<file path="src/rtl/pla_loop_pkg.sv">
// Shared XGMII constants, column type and FSM states for the loop/packing selector.
package pla_loop_pkg;

    localparam logic [7:0]  XGMII_START     = 8'hFB;
    localparam logic [7:0]  XGMII_TERM      = 8'hFD;
    localparam logic [31:0] XGMII_IDLE_WORD = 32'h07070707;
    localparam logic [3:0]  XGMII_IDLE_TXC  = 4'hf;
    // Terminate in lane 0 followed by idles, used to close a frame that never ended
    localparam logic [31:0] XGMII_TERM_WORD = 32'h070707FD;

    typedef struct packed {
        logic [3:0]  txc;
        logic [31:0] data;
    } xcol_t;

    localparam xcol_t XGMII_IDLE_COL = '{txc: XGMII_IDLE_TXC, data: XGMII_IDLE_WORD};

    typedef enum logic [2:0] {
        ST_PLA   = 3'd0,
        ST_BYP   = 3'd1,
        ST_DRAIN = 3'd2,
        ST_GAP   = 3'd3,
        ST_ALIGN = 3'd4
    } state_t;

endpackage

</file>
<file path="src/rtl/pla_xgmii_frame_trk.sv">
// Per-source XGMII frame tracker: SOF/EOF detection and in-frame flag.
// o_inframe_nxt is the flag after the current column, o_clean says the
// current column starts outside a frame (idle or SOF column).
module pla_xgmii_frame_trk
    import pla_loop_pkg::*;
(
    input  logic  i_clk,
    input  logic  i_rst,
    input  xcol_t i_col,
    input  logic  i_clr,
    output logic  o_inframe_nxt,
    output logic  o_clean
);

    logic r_inframe;
    logic w_sof;
    logic w_eof;

    assign w_sof = i_col.txc[0] && (i_col.data[7:0] == XGMII_START);

    // Terminate may sit in any lane
    always_comb begin
        w_eof = 1'b0;
        for (int i = 0; i < 4; i++)
            if (i_col.txc[i] && (i_col.data[8*i +: 8] == XGMII_TERM)) w_eof = 1'b1;
    end

    // SOF restarts a frame even when already in one; stray EOF leaves the flag at 0
    assign o_inframe_nxt = i_clr ? 1'b0 : (w_sof ? 1'b1 : (w_eof ? 1'b0 : r_inframe));
    assign o_clean       = !r_inframe;

    // In-frame flag register
    always_ff @(posedge i_clk or posedge i_rst) begin
        if (i_rst) r_inframe <= 1'b0;
        else       r_inframe <= o_inframe_nxt;
    end

endmodule

</file>
<file path="src/rtl/pla_1588_loop_sel_ctrl.sv">
// Frame-aware selector between the GMII loop stream and the PLA packing stream.
// Switches only between frames, inserts GAP_CYCLES idle columns, and re-aligns
// to a clean column of the new source. Optional drain watchdog under
// PLA_LOOP_SEL_TIMEOUT_EN (adds O_abort_cnt).
module pla_1588_loop_sel_ctrl
    import pla_loop_pkg::*;
#(
    parameter int GAP_CYCLES     = 3,
    parameter int TIMEOUT_CYCLES = 4096,
    parameter int CNT_W          = 16
) (
    input  logic             I_sys_312m_clk,
    input  logic             I_fpga_reset,
    input  logic             I_bypass_en,
    input  logic [3:0]       I_gmii_txc,
    input  logic [31:0]      I_gmii_data,
    input  logic [3:0]       I_pla_packing_txc,
    input  logic [31:0]      I_pla_packing_data,
    output logic [3:0]       O_gmii_txc,
    output logic [31:0]      O_gmii_data,
    output logic             O_bypass_active,
    output logic             O_switch_busy,
    output logic [CNT_W-1:0] O_switch_cnt,
    output logic [CNT_W-1:0] O_drop_cnt
`ifdef PLA_LOOP_SEL_TIMEOUT_EN
    ,
    output logic [CNT_W-1:0] O_abort_cnt
`endif
);

`ifdef PLA_LOOP_SEL_TIMEOUT_EN
    localparam int CNT_MAX = (TIMEOUT_CYCLES > GAP_CYCLES) ? TIMEOUT_CYCLES : GAP_CYCLES;
`else
    localparam int CNT_MAX = GAP_CYCLES;
`endif
    localparam int TC_W = $clog2(CNT_MAX + 1);

    logic            r_req_meta, r_req;
    xcol_t           r_pla, r_gmii, r_out;
    state_t          r_state, w_state_nxt;
    logic            r_src, w_src_nxt;      // 0 = PLA, 1 = GMII loop
    logic [TC_W-1:0] r_tcnt, w_tcnt_nxt;
    logic [CNT_W-1:0] r_sw_cnt, r_drop_cnt;
    xcol_t           w_out_nxt, w_old_col, w_new_col;
    logic            w_sw_inc, w_drop_inc, w_clr_old;
    logic            w_pla_inf_nxt, w_pla_clean, w_gmii_inf_nxt, w_gmii_clean;
    logic            w_old_inf_nxt, w_new_inf_nxt, w_new_clean;
`ifdef PLA_LOOP_SEL_TIMEOUT_EN
    logic [CNT_W-1:0] r_abort_cnt;
    logic             w_abort_inc;
`endif

    pla_xgmii_frame_trk u_trk_pla (
        .i_clk         (I_sys_312m_clk),
        .i_rst         (I_fpga_reset),
        .i_col         (r_pla),
        .i_clr         (w_clr_old && !r_src),
        .o_inframe_nxt (w_pla_inf_nxt),
        .o_clean       (w_pla_clean)
    );

    pla_xgmii_frame_trk u_trk_gmii (
        .i_clk         (I_sys_312m_clk),
        .i_rst         (I_fpga_reset),
        .i_col         (r_gmii),
        .i_clr         (w_clr_old && r_src),
        .o_inframe_nxt (w_gmii_inf_nxt),
        .o_clean       (w_gmii_clean)
    );

    // "old" is the source currently owning the output, "new" the other one
    assign w_old_col     = r_src ? r_gmii : r_pla;
    assign w_new_col     = r_src ? r_pla  : r_gmii;
    assign w_old_inf_nxt = r_src ? w_gmii_inf_nxt : w_pla_inf_nxt;
    assign w_new_inf_nxt = r_src ? w_pla_inf_nxt  : w_gmii_inf_nxt;
    assign w_new_clean   = r_src ? w_pla_clean    : w_gmii_clean;

    // Request synchronizer and input column registers
    always_ff @(posedge I_sys_312m_clk or posedge I_fpga_reset) begin
        if (I_fpga_reset) begin
            r_req_meta <= 1'b0;
            r_req      <= 1'b0;
            r_pla      <= XGMII_IDLE_COL;
            r_gmii     <= XGMII_IDLE_COL;
        end else begin
            r_req_meta <= I_bypass_en;
            r_req      <= r_req_meta;
            r_pla      <= '{txc: I_pla_packing_txc, data: I_pla_packing_data};
            r_gmii     <= '{txc: I_gmii_txc, data: I_gmii_data};
        end
    end

    // Next state, output column selection and counter strobes
    always_comb begin
        w_state_nxt = r_state;
        w_src_nxt   = r_src;
        w_tcnt_nxt  = r_tcnt;
        w_out_nxt   = XGMII_IDLE_COL;
        w_sw_inc    = 1'b0;
        w_drop_inc  = 1'b0;
        w_clr_old   = 1'b0;
`ifdef PLA_LOOP_SEL_TIMEOUT_EN
        w_abort_inc = 1'b0;
`endif
        case (r_state)
            ST_PLA, ST_BYP: begin
                w_out_nxt = w_old_col;
                if (r_req != r_src) begin
                    w_tcnt_nxt  = '0;
                    w_state_nxt = w_old_inf_nxt ? ST_DRAIN : ST_GAP;
                end
            end
            ST_DRAIN: begin
                w_out_nxt = w_old_col;
                if (r_req == r_src) begin
                    // Request withdrawn before the frame ended: cancel silently
                    w_state_nxt = r_src ? ST_BYP : ST_PLA;
                end else if (!w_old_inf_nxt) begin
                    w_tcnt_nxt  = '0;
                    w_state_nxt = ST_GAP;
                end
`ifdef PLA_LOOP_SEL_TIMEOUT_EN
                else if (r_tcnt == TC_W'(TIMEOUT_CYCLES - 1)) begin
                    w_out_nxt   = '{txc: XGMII_IDLE_TXC, data: XGMII_TERM_WORD};
                    w_clr_old   = 1'b1;
                    w_abort_inc = 1'b1;
                    w_tcnt_nxt  = '0;
                    w_state_nxt = ST_GAP;
                end else begin
                    w_tcnt_nxt = r_tcnt + 1'b1;
                end
`endif
            end
            ST_GAP: begin
                w_tcnt_nxt = r_tcnt + 1'b1;
                if (r_tcnt == TC_W'(GAP_CYCLES - 1)) begin
                    w_state_nxt = ST_ALIGN;
                    // New source caught mid-frame: that frame will be skipped
                    w_drop_inc  = w_new_inf_nxt;
                end
            end
            ST_ALIGN: begin
                if (w_new_clean) begin
                    w_out_nxt   = w_new_col;
                    w_src_nxt   = !r_src;
                    w_state_nxt = r_src ? ST_PLA : ST_BYP;
                    w_sw_inc    = 1'b1;
                end
            end
            default: w_state_nxt = ST_PLA;
        endcase
    end

    // FSM, output column and status counters
    always_ff @(posedge I_sys_312m_clk or posedge I_fpga_reset) begin
        if (I_fpga_reset) begin
            r_state    <= ST_PLA;
            r_src      <= 1'b0;
            r_tcnt     <= '0;
            r_out      <= XGMII_IDLE_COL;
            r_sw_cnt   <= '0;
            r_drop_cnt <= '0;
        end else begin
            r_state    <= w_state_nxt;
            r_src      <= w_src_nxt;
            r_tcnt     <= w_tcnt_nxt;
            r_out      <= w_out_nxt;
            r_sw_cnt   <= r_sw_cnt + CNT_W'(w_sw_inc);
            r_drop_cnt <= r_drop_cnt + CNT_W'(w_drop_inc);
        end
    end

`ifdef PLA_LOOP_SEL_TIMEOUT_EN
    // Forced-terminate counter
    always_ff @(posedge I_sys_312m_clk or posedge I_fpga_reset) begin
        if (I_fpga_reset) r_abort_cnt <= '0;
        else              r_abort_cnt <= r_abort_cnt + CNT_W'(w_abort_inc);
    end
    assign O_abort_cnt = r_abort_cnt;
`endif

    assign O_gmii_txc      = r_out.txc;
    assign O_gmii_data     = r_out.data;
    assign O_bypass_active = r_src;   // r_src flips with the new source's first column
    assign O_switch_busy   = (r_state == ST_DRAIN) || (r_state == ST_GAP) || (r_state == ST_ALIGN);
    assign O_switch_cnt    = r_sw_cnt;
    assign O_drop_cnt      = r_drop_cnt;

endmodule

</file>
<file path="config.mk">
export PLATFORM = sky130hd
export DESIGN_NAME = pla_1588_loop_sel_ctrl
export DESIGN_NICKNAME = d
export VERILOG_FILES = /design/src/rtl/pla_loop_pkg.sv /design/src/rtl/pla_xgmii_frame_trk.sv /design/src/rtl/pla_1588_loop_sel_ctrl.sv
export SDC_FILE = /design/constraint.sdc
export NUM_CORES = 1
export LEC_CHECK = 0
export CAP_MARGIN = 20
export CORE_MARGIN = 2
export CORE_UTILIZATION = 25
export DETAILED_ROUTE_END_ITERATION = 8
export PLACE_DENSITY = 0.47
export SLEW_MARGIN = 15
export SYNTH_ARGS = -nofsm -noshare
export SYNTH_HDL_FRONTEND = slang
export SYNTH_SLANG_ARGS = --single-unit
</file>
<file path="constraint.sdc">
create_clock -name I_sys_312m_clk -period 6 [get_ports I_sys_312m_clk]
set_clock_uncertainty 0.15 [all_clocks]
set_input_delay 0.6 -clock I_sys_312m_clk [delete_from_list [all_inputs] [get_ports I_sys_312m_clk]]
set_output_delay 0.6 -clock I_sys_312m_clk [all_outputs]
set_load 0.02 [all_outputs]
</file>
After elaboration in Yosys (flattened, before gate mapping)
Index checks and enable logic that the tools add are counted.
Widths: inputs -> output; s select.

operators by class
  $add $sub $neg = 3
  eq/ne operators = 23
  reduce and logical (&&, ||, !) cells = 22
  multiplexer cells = 36

operators with widths
  operator             number
  $mux 36              3
  $eq 8x8->1 const B   10
  $pmux 36 s2          1
  $add 16x1->16        2
  $mux 1               22
  $mux 3               5
  $pmux 3 s4           1
  $logic_and 1x1->1    10
  $ne 2x2->1 const B   5
  $reduce_and 4->1     2
  $eq 3x2->1 const B   2
  $mux 2               3
  $pmux 2 s3           1
  $eq 3x1->1 const B   1
  $eq 3x3->1 const B   1
  $logic_not 1->1      3
  $logic_not 3->1      1
  $ne 3x3->1 const B   1
  $reduce_bool 3->1    1
  $reduce_or 3->1      1
  $add 2x1->2 const B  1
  $eq 2x2->1 const B   1
  $logic_or 1x1->1     2
  $reduce_and 2->1     1
  3 further kinds      3

word-level totals
  register bits after elaboration = 150

Logic depth before layout (Yosys ltp)
Gate-level depths: netlist of run 1.

  depth in word-level cells = 12
  depth in mapped cells = 12
  depth with buffers taken out = 12

Modules after synthesis
Synthesis of run 1 repeated with hierarchy kept, for this count alone.

unflattened totals
  cell total of the unflattened synthesis = 458
  area total of the unflattened synthesis = 5982.0 sq um

by module, submodules not included
  module                  area an instance (sq um)  cells an instance  sequential area each (sq um)  times used
  pla_1588_loop_sel_ctrl  5651.7                    410                3763.6                        1
  pla_xgmii_frame_trk     165.2                     24                 25.0                          2

Least setup slack after synthesis of run 1
Ideal clock, no wire load.

  path type = register to register
  start point = reg r_pla[32] (netlist bit)
  end point = reg r_drop_cnt[15] (netlist: O_drop_cnt[15])
  setup time = 0.128 ns
  data arrival time = 2.320 ns
  data required time = 5.722 ns
  period minus slack after synthesis = 2.599 ns
  path buffers = 0
  cell stages (with the launch flop) = 13
  slack = 3.401 ns
  cells stage by stage = dfstp_2 -> nand4_1 -> nor4b_1 -> a41oi_2 -> o21ai_2 -> nand2_1 -> a21oi_1 -> ha_1 -> nand3_1 -> or2_1 -> nor2_1 -> nand3_1 -> xnor2_1

between the ends
  word-level cells in the longest chain between the ends = 11

RTL lines
  item                         RTL line                       RTL
  from (decl)                  pla_1588_loop_sel_ctrl.sv:39   xcol_t r_pla, r_gmii, r_out;
  from (signal assigned)       pla_1588_loop_sel_ctrl.sv:88   r_pla <= '{txc: I_pla_packing_txc, data: I_pla_packing_data};
  $logic_and 1x1->1            pla_xgmii_frame_trk.sv:25      if (i_col.txc[i] && (i_col.data[8*i +: 8] == XGMII_TERM)) w_eof = 1'b1;
  $mux 1 (4 in a row)          pla_xgmii_frame_trk.sv:25
  $mux 1                       pla_xgmii_frame_trk.sv:29      assign o_inframe_nxt = i_clr ? 1'b0 : (w_sof ? 1'b1 : (w_eof ? 1'b0 : r_inframe));
  $mux 1 (*)                   pla_xgmii_frame_trk.sv:29
  via u_trk_pla.o_inframe_nxt  pla_xgmii_frame_trk.sv:11      output logic o_inframe_nxt,
  $mux 1 (*)                   pla_1588_loop_sel_ctrl.sv:75   assign w_new_inf_nxt = r_src ? w_pla_inf_nxt : w_gmii_inf_nxt;
  $mux 1 (*)                   pla_1588_loop_sel_ctrl.sv:136  if (r_tcnt == TC_W'(GAP_CYCLES - 1)) begin
  $mux 1 (*)                   pla_1588_loop_sel_ctrl.sv:105  case (r_state)
  $add 16x1->16 (*)            pla_1588_loop_sel_ctrl.sv:169  r_drop_cnt <= r_drop_cnt + CNT_W'(w_drop_inc);
  to (signal assigned)         pla_1588_loop_sel_ctrl.sv:169
  to (decl)                    pla_1588_loop_sel_ctrl.sv:43   logic [CNT_W-1:0] r_sw_cnt, r_drop_cnt;

The timed path passes the listed nets; every way through them passes the cells marked *.
A chain may end at the register's enable or synchronous reset.

Worst setup path after layout of run 1
  start point = reg r_src (netlist: O_bypass_active)
  end point = reg r_drop_cnt[15] (netlist: O_drop_cnt[15])

between the ends
  word-level cells in the longest chain between the ends = 4

RTL lines
  item                    RTL line                       RTL
  from (decl)             pla_1588_loop_sel_ctrl.sv:41   logic r_src, w_src_nxt;
  from (signal assigned)  pla_1588_loop_sel_ctrl.sv:165  r_src <= w_src_nxt;
  $mux 1                  pla_1588_loop_sel_ctrl.sv:75
  $mux 1                  pla_1588_loop_sel_ctrl.sv:136
  $mux 1                  pla_1588_loop_sel_ctrl.sv:105
  $add 16x1->16           pla_1588_loop_sel_ctrl.sv:169

No other way between the ends.

==> results of run 1 <==
## placed cells by master, fill, tap and decap left out, drive strengths merged, types with 4 or more instances in the layout
cell           synthesis  layout
clkdlybuf4s50          0     144
dfrtp                102     102
dfstp                 48      48
a221oi                40      40
nor2                  39      39
nand2                 35      35
clkbuf                17      22
o21ai                 20      20
xnor2                 19      19
o22ai                 17      17
o221ai                17      17
nand3                 15      15
nand4                 15      15
xor2                   9       9
inv                    8       9
ha                     6       6
and3                   5       5
a21oi                  5       5
nor4                   4       4
clkinv                 0       4
## critical path, delay by kind of cell, from the launching register on
| family | cells | cell delay, ns |
|---|---|---|
| buffers and inverters | 2 | 0.96 |
| AND/OR/NAND/NOR | 5 | 0.86 |
| flip-flops | 1 | 0.41 |
| AO/OA/AOI/OAI | 1 | 0.21 |
| adder cells (fa/ha/maj) | 1 | 0.20 |
| XOR/XNOR | 1 | 0.13 |
## how the worst max path moves through the flow
stage / endpoint / slack [ns] / cells past startpoint / from
global route: O_drop_cnt[15]$_DFF_PP0_ / 2.58 / 10 / O_bypass_active$_DFFE_PP0P_
detailed placement: O_drop_cnt[15]$_DFF_PP0_ / 2.90 / 10 / O_bypass_active$_DFFE_PP0P_
floorplan: O_bypass_active$_DFFE_PP0P_ / 1.29 / 1 / I_fpga_reset
global placement: O_drop_cnt[15]$_DFF_PP0_ / 2.92 / 10 / O_bypass_active$_DFFE_PP0P_
CTS: O_drop_cnt[15]$_DFF_PP0_ / 2.88 / 10 / O_bypass_active$_DFFE_PP0P_
finish: O_drop_cnt[15]$_DFF_PP0_ / 2.91 / 10 / O_bypass_active$_DFFE_PP0P_
## metal layers
layer  part of all wire (%)  wire length, um  GRT usage (%)
met1                     42             6300          15.57
met2                     49             7204          20.12
met3                    7.2             1068          4.652
met4                    1.8              270          4.456
met5                      0                0              0
## cell families (layout without fill, tap and decap cells)
family	after synthesis	count (layout)	synth area share, %
DFF	150	150	66.52
and+or+nand+nor	130	130	10.91
xor gates and xnor gates	28	28	4.278
adders and majority gates	6	6	1.309
AOI/OAI and AO/OA	106	106	14.12
muxes	2	2	0.5674
buffers and inverters	33	187	2.292
## power by group through the flow
stage | combinational [mW] | clock [mW] | sequential [mW]
after global placement | 1.03 | 0 | 1.37
after floorplan | 0.433 | 0 | 1.50
after detailed placement | 1.04 | 0 | 1.37
final | 1.03 | 1.04 | 1.35
after CTS | 1.05 | 1.07 | 1.35
after global routing | 1.13 | 1.12 | 1.37
## layout make-up
type / instances / area [sq um]
Timing Repair Buffer: 147 / 1464
Fill cell: 2214 / 14520
Tap cell: 285 / 356.6
Inverter: 8 / 35.03
Clock buffer: 22 / 454.2
Sequential cell: 150 / 3815
Clock inverter: 10 / 122.6
Multi-Input combinational cell: 272 / 1802
## sequential cells by signal, indices dropped and copies added (netlist names), 2 cells and up
name and count:
r_pla 36, O_drop_cnt 16, O_switch_cnt 16, r_gmii 36
O_gmii_txc 4, r_state 3, r_tcnt 2, O_gmii_data 32
## through the flow
step	hold WS, ns	util, %
2_1_floorplan	0.1812	-
3_3_place_gp	0.1935	33.09
5_1_grt	0.2125	35.66
6_report	0.2090	35.66
3_5_place_dp	0.1863	33.09
4_1_cts	0.2079	35.65
==> metrics, run 1 <==
Tot GR Track Use=12.55%; GP Congestion=0.7367; Avg Cell Area, Syn=12.60 sq um; worst hold stages=0; Max Cap Violations=0; Rows=55; setup ws final=2.906 ns; wire per inst=16.60 um; most common cell in the synthesized netlist=dfrtp_1; post-route cell area=8049 sq um; endpoints failing hold=0; Post-DP HPWL=10.49 mm; initial antenna violation count=0; Yosys top cell area share=44.52%; layout net count=677; slowest stage delay, CP=0.65 ns; period utilisation layout=51.57%; TritonCTS Buffers=17; Hold-fix buffers, CTS=0; DRC=0; P per Cell Area=424.7 nW/um^2; via/cell ratio=4.781; clk_lat worst skew=0.42 ns; Worst path slowest cell=inv_1; Int Pwr=2.313 mW; Synth area leaders=dfrtp_1 45%, dfstp_2 22%, a221oi_1 6.1%, xnor2_1 2.9%, nor2_1 2.6%; share of layout cells above drive strength 1=15.11%; Sw Share=32.33%; die area=24160 sq um; status=finished, final reports clean; Worst Path Required=6.15 ns; total power=3.419 mW; async set-reset flop share out of synthesis=100.0%; Overflow after GRT=0; antenna diode count=0; synth unique cells=41; Placed Area=7470 sq um; flops & latches, synth=150; vias in the first global route=4243; Placed Instances=862; depth of the most critical reg-to-reg path=10; Post-Synthesis Cells=455; first-pass GRT wire length=23.12 mm; WP data arrival=3.24 ns; Top FF cell, synth=dfrtp_1; crit path launch type=flip-flop; Worst-Margin Slew=0.9928 ns; ANT nets after route=0; setup TNS=0 ns; Max rail drop VDD=0.1751 mV; Crit. End Element=flip-flop; endpoints failing setup=0; Worst Hold Class=flip-flop to flip-flop; Finished Layout Cells=894; total I/O pin count=145; CP dominant cell by count=nand3_1; CTS max path bufs=2; cells along the critical path=buf_4 -> inv_1 -> nand2_1 -> a21oi_1 -> ha_1 -> nand3_1 -> or2_1 -> nor2_1 -> nand3_1 -> xnor2_1; Post-Route WL=14.84 mm; crit path max fanout=58; cell taking the most area after synthesis=dfrtp_1; Critical R2R Launch=O_bypass_active$_DFFE_PP0P_; Rel. slew slack=33.67%; synthesized cell area=5733 sq um; Syn-to-layout area delta=40.40%; sequential fraction of the synthesis area=66.52%; setup bufs post-CTS=0; R2R setup slack=2.91 ns; core area=22570 sq um; Die Ht=155.4 um; crit path time final=3.094 ns; Place WS=2.902 ns; R2R Path End=O_drop_cnt[15]$_DFF_PP0_; fin. max-slew vios=0; Comb power frac=30.2%; pin count of the biggest net entering global routing=108; Port Buf Inserts=144; RSZ-0062 raised after global routing=false; register share of total power=39.5%; net count after synthesis=536; initial core utilization=25.40%; hold_sp=r_req_meta$_DFF_PP0_; clock power share=30.3%; post-CTS resize count=0; Vias=4274; number of synthesized flops with an enable pin=0; Ys Warns=0; Chip Width=155.4 um; CTS clk-pin slew, worst paths=0.06 ns; leakage power=3.195 nW; Max H-tree Level=4; Worst Hold Path EP=r_req$_DFF_PP0_; Setup CP Type=flip-flop to flip-flop; Fmax=0.3232 GHz; Root Driver=clkbuf_16; 1st-iter DRT viols=193; DRT Pass-1 Iters=5; clk sinks=150; most instantiated cells after synthesis=102 x dfrtp_1, 48 x dfstp_2, 40 x a221oi_1; NetSw=1.105 mW; CTS tree=yes
Note: power is estimated with default switching activity, not from simulation.
==> run 2: changes to the inputs <==
==> constraint.sdc (replaced) <==
create_clock -name I_sys_312m_clk -period 3.02 [get_ports I_sys_312m_clk]
set_clock_uncertainty 0.15 [all_clocks]
set_input_delay 0.302 -clock I_sys_312m_clk [delete_from_list [all_inputs] [get_ports I_sys_312m_clk]]
set_output_delay 0.302 -clock I_sys_312m_clk [all_outputs]
set_load 0.02 [all_outputs]
==> run 2 against run 1 <==
Sequential share of layout area shrank 0.26 points. Cell count is 0.78% higher. Combinational power up 100%. Highest routed layer unchanged.
==> metrics, run 2 (synthesis gave the netlist of run 1 again) <==
status=finished, final reports clean; via/cell ratio=4.788; Worst-Margin Slew=0.8709 ns; Max rail drop VDD=0.3903 mV; Finished Layout Cells=901; first-pass GRT wire length=24.26 mm; hold_sp=I_gmii_data[2]; CTS tree=yes; GP Congestion=0.7402; 1st-iter DRT viols=130; Comb power frac=30.9%; crit path time final=2.904 ns; Post-Route WL=15.32 mm; Vias=4314; NetSw=2.266 mW; initial core utilization=25.40%; Worst Hold Class=input pin to flip-flop; Setup crit start=r_gmii[33]$_DFF_PP1_; clock power share=29.2%; worst hold stages=1; Port Buf Inserts=144; crit path max fanout=4; P per Cell Area=834.4 nW/um^2; Setup CP Type=flip-flop to flip-flop; crit path launch type=flip-flop; pin count of the biggest net entering global routing=151; Int Pwr=4.487 mW; Placed Instances=867; setup TNS=0 ns; Critical R2R Launch=r_gmii[33]$_DFF_PP1_; Max Cap Violations=0; share of layout cells above drive strength 1=16.61%; RSZ-0062 raised after global routing=false; R2R setup slack=0.12 ns; leakage power=3.222 nW; Chip Width=155.4 um; Root Driver=clkbuf_16; depth of the most critical reg-to-reg path=12; CTS max path bufs=2; core area=22570 sq um; clk sinks=150; period utilisation layout=96.17%; layout net count=682; Fmax=0.3443 GHz; clk_lat worst skew=0.42 ns; Max H-tree Level=4; most common cell after layout, fill and taps aside=clkdlybuf4s50_1; Final Util=35.85%; total power=6.752 mW; Hold-fix buffers, CTS=0; Syn-to-layout area delta=41.16%; TritonCTS Buffers=17; WP data arrival=3.09 ns; Crit. End Element=flip-flop; initial antenna violation count=2; wire per inst=17.00 um; register share of total power=39.9%; Post-DP HPWL=10.65 mm; Sw Share=33.55%; commonest non-fill, non-tap cells in the layout=144 x clkdlybuf4s50_1, 101 x dfrtp_1, 48 x dfstp_2; endpoints failing setup=0; Overflow after GRT=0; die area=24160 sq um; Worst Path Required=3.20 ns; total I/O pin count=145; post-CTS resize count=0; endpoints failing hold=0; Tot GR Track Use=13.17%; Die Ht=155.4 um; Worst Hold Path EP=r_gmii[2]$_DFF_PP1_; DRC=0; Rows=55; ANT nets after route=0; vias in the first global route=4420; fin. max-slew vios=0; setup bufs post-CTS=0; CTS clk-pin slew, worst paths=0.06 ns; R2R Path End=O_drop_cnt[15]$_DFF_PP0_; Rel. slew slack=41.94%; DRT Pass-1 Iters=4
-- run 2: critical path: stages, from the launching register on --
cell and delay, ns:
dfstp_2 0.54, nand2_1 0.06, nor4_1 0.61, nor4_1 0.13, a211o_1 0.33, nand2_1 0.09
a21oi_2 0.07, ha_1 0.19, nand3_1 0.13, or2_1 0.20, nor2_1 0.09, nand3_1 0.10
xnor2_1 0.12
-- run 2: how the worst max path moves through the flow --
stage | endpoint | slack (ns) | depth (start not counted)
final | O_drop_cnt[15]$_DFF_PP0_ | 0.12 | 12
after global routing | O_drop_cnt[14]$_DFF_PP0_ | 0.005 | 12
after CTS | O_drop_cnt[15]$_DFF_PP0_ | 0.10 | 12
after detailed placement | O_drop_cnt[15]$_DFF_PP0_ | 0.12 | 12
after global placement | O_drop_cnt[15]$_DFF_PP0_ | 0.17 | 12
after floorplan | O_drop_cnt[15]$_DFF_PP0_ | 0.42 | 12
-- run 2: final cells by class --
type / instances / area, sq um
inverter: 8 / 33.78
clock inverter: 11 / 90.09
antenna: 2 / 5.005
timing repair buffer: 152 / 1514
multi-input combinational: 272 / 1818
fill: 2191 / 14480
tap: 285 / 356.6
sequential: 150 / 3815
clock buffer: 21 / 460.4
-- run 2: per-layer routing --
layer / part of all wire [%] / track usage [%] / vias to the layer above
li1: - / - / 1985
met2: 50 / 22.10 / 146
met1: 42 / 15.69 / 2166
met3: 5.5 / 4.290 / 17
met4: 1.8 / 5.155 / 0
met5: 0 / 0 / -
-- run 2: power groups by stage --
| stage | Combinational [mW] | Sequential, mW | Clock (mW) |
|---|---|---|---|
| floorplan | 0.860 | 2.98 | 0 |
| global placement | 2.07 | 2.72 | 0 |
| detailed placement | 2.09 | 2.73 | 0 |
| CTS | 2.10 | 2.70 | 2.05 |
| global route | 2.25 | 2.74 | 2.13 |
| finish | 2.09 | 2.69 | 1.97 |
-- run 2: through the flow --
step | instance area, sq um | setup WS (ns) | hold slack [ns]
detailed placement | 7518 | 0.1207 | 0.1855
CTS | 8069 | 0.1019 | 0.1084
global route | 8093 | 0.004850 | 0.1121
finish | 8093 | 0.1158 | 0.1370
global placement | 7518 | 0.1695 | 0.1960
floorplan | 5737 | 0.4213 | 0.1565
==> run 3: changes to the inputs <==
--- a/config.mk
+++ b/config.mk
@@ -9,6 +9,7 @@
 export CORE_MARGIN = 2
 export CORE_UTILIZATION = 25
 export DETAILED_ROUTE_END_ITERATION = 8
+export GPL_ROUTABILITY_DRIVEN = 0
 export PLACE_DENSITY = 0.47
 export SLEW_MARGIN = 15
 export SYNTH_ARGS = -nofsm -noshare
==> constraint.sdc (replaced) <==
create_clock -name I_sys_312m_clk -period 3.02 [get_ports I_sys_312m_clk]
set_clock_uncertainty 0.15 [all_clocks]
set_input_delay 0.604 -clock I_sys_312m_clk [delete_from_list [all_inputs] [get_ports I_sys_312m_clk]]
set_output_delay 0.604 -clock I_sys_312m_clk [all_outputs]
set_load 0.02 [all_outputs]
==> run 3 against run 2 <==
Worst setup slack better by 0.017 ns. Combinational power about the same. Non-clock buffer count up 1. Cell count up 0.11%. Cell area up 0.56%. Power up 0.66%. Wire length about the same. Critical path depth down 10. Die area unchanged.
==> metrics, run 3 (synthesis gave the netlist of run 1 again) <==
# fillers=2200; crit path launch type=flip-flop; Worst-Margin Slew=0.6068 ns; CTS max path bufs=2; hold_sp=r_req_meta$_DFF_PP0_; Overflow after GRT=0; Port Buf Inserts=144; core area=22570 sq um; metal2 WL=7.377 mm; share of layout cells above drive strength 1=16.59%; leakage power=3.243 nW; Post-DP HPWL=10.84 mm; via/cell ratio=4.721; pin count of the biggest net entering global routing=92; Fmax=0.3464 GHz; P per Cell Area=835.2 nW/um^2; crit path time final=2.887 ns; Setup CP Type=flip-flop to output port; total I/O pin count=145; clk_lat worst skew=0.42 ns; Placed Area=7538 sq um; Tot GR Track Use=13.10%; ANT nets after route=0; Max rail drop VDD=0.4181 mV; Syn-to-layout area delta=41.95%; Multi-input gate area=1815 sq um; post-route cell area=8138 sq um; setup bufs post-CTS=0; endpoints failing hold=0; layout net count=683; DRT met1 WL=6.438 mm; Max Cap Violations=0; Worst Path Required=2.27 ns; Rows=55; Final Util=36.05%; endpoints failing setup=0; Vias=4258; TritonCTS Buffers=17; CTS clk-pin slew, worst paths=0.06 ns; routed wl met3=987 um; CTS tree=yes; DRC=0; setup TNS=0 ns; Post-Route WL=15.30 mm; initial antenna violation count=2; Chip Width=155.4 um; total power=6.797 mW; WP data arrival=2.13 ns; Max Used Layer=met4; crit path max fanout=43; vias in the first global route=4482; RSZ-0062 raised after global routing=false; Crit. End Element=output port; initial core utilization=25.40%; wire per inst=16.97 um; Hold-fix buffers, CTS=0; first-pass GRT wire length=24.27 mm; fin. max-slew vios=0; most common cell after layout, fill and taps aside=clkdlybuf4s50_1; Max H-tree Level=4; commonest non-fill, non-tap cells in the layout=144 x clkdlybuf4s50_1, 101 x dfrtp_1, 48 x dfstp_2; Root Driver=clkbuf_16; 1st-iter DRT viols=102; Reg area=3815 sq um; Setup crit start=O_bypass_active$_DFFE_PP0P_; status=finished, final reports clean; DRT Pass-1 Iters=4; Critical R2R Launch=r_gmii[33]$_DFF_PP1_; Rel. slew slack=59.18%; Die Ht=155.4 um; clk sinks=150; Worst Hold Class=flip-flop to flip-flop; die area=24160 sq um; period utilisation layout=95.59%
## run 3: layout make-up
class	instances	share of cell area, %
flip-flops and latches	150	46.88
multi-input cells	272	22.31
repair buffers	153	18.90
clock buffers	23	6.273
well taps	285	4.382
clock inverters	9	0.7841
inverters	8	0.4151
diodes	2	0.06150
## run 3: routing by layer
metal	global-route usage, %	vias up
met3	4.791	31
met4	6.247	0
met2	21.30	136
met5	0	-
met1	15.38	2105
li1	-	1986
## run 3: metrics by stage
| step | std cells | hold WS, ns | worst slack [ns] |
|---|---|---|---|
| after global placement | 868 | 0.1963 | 0.1550 |
| final | 902 | 0.2063 | 0.1332 |
| after global routing | 902 | 0.2264 | 0.01005 |
| after floorplan | 455 | 0.1812 | 0.4162 |
| after detailed placement | 868 | 0.1857 | 0.1344 |
| after CTS | 900 | 0.2101 | 0.1222 |
## run 3: timing repair
item	4_1_cts	5_1_grt
pin swaps	0	1
endpoints found under the setup margin	1	3
resized for setup	1	3
## run 3: worst paths after layout
kind	end	slack, ns	cells past startpoint
min in group asynchronous	O_gmii_data[29]$_DFF_PP0_	0.51	3
min	r_req$_DFF_PP0_	0.21	0
max reg2reg	O_drop_cnt[14]$_DFF_PP0_	0.20	12
min reg2reg	r_req$_DFF_PP0_	0.21	0
max	O_bypass_active	0.13	2
max in group asynchronous	O_bypass_active$_DFFE_PP0P_	1.76	3
## run 3: critical path: stages, from the launching register on
cell	delay, ns
dfrtp_2	0.56
buf_6	0.38
clkdlybuf4s50_1	0.76
## run 3: report_power, final
| group | internal, mW | leakage (nW) | switching, mW | total, mW |
|---|---|---|---|---|
| logic | 0.924 | 1.19 | 1.16 | 2.09 |
| clock network | 1.20 | 0.284 | 0.823 | 2.02 |
| registers | 2.46 | 1.77 | 0.236 | 2.69 |
| total | 4.58 | 3.24 | 2.22 | 6.80 |
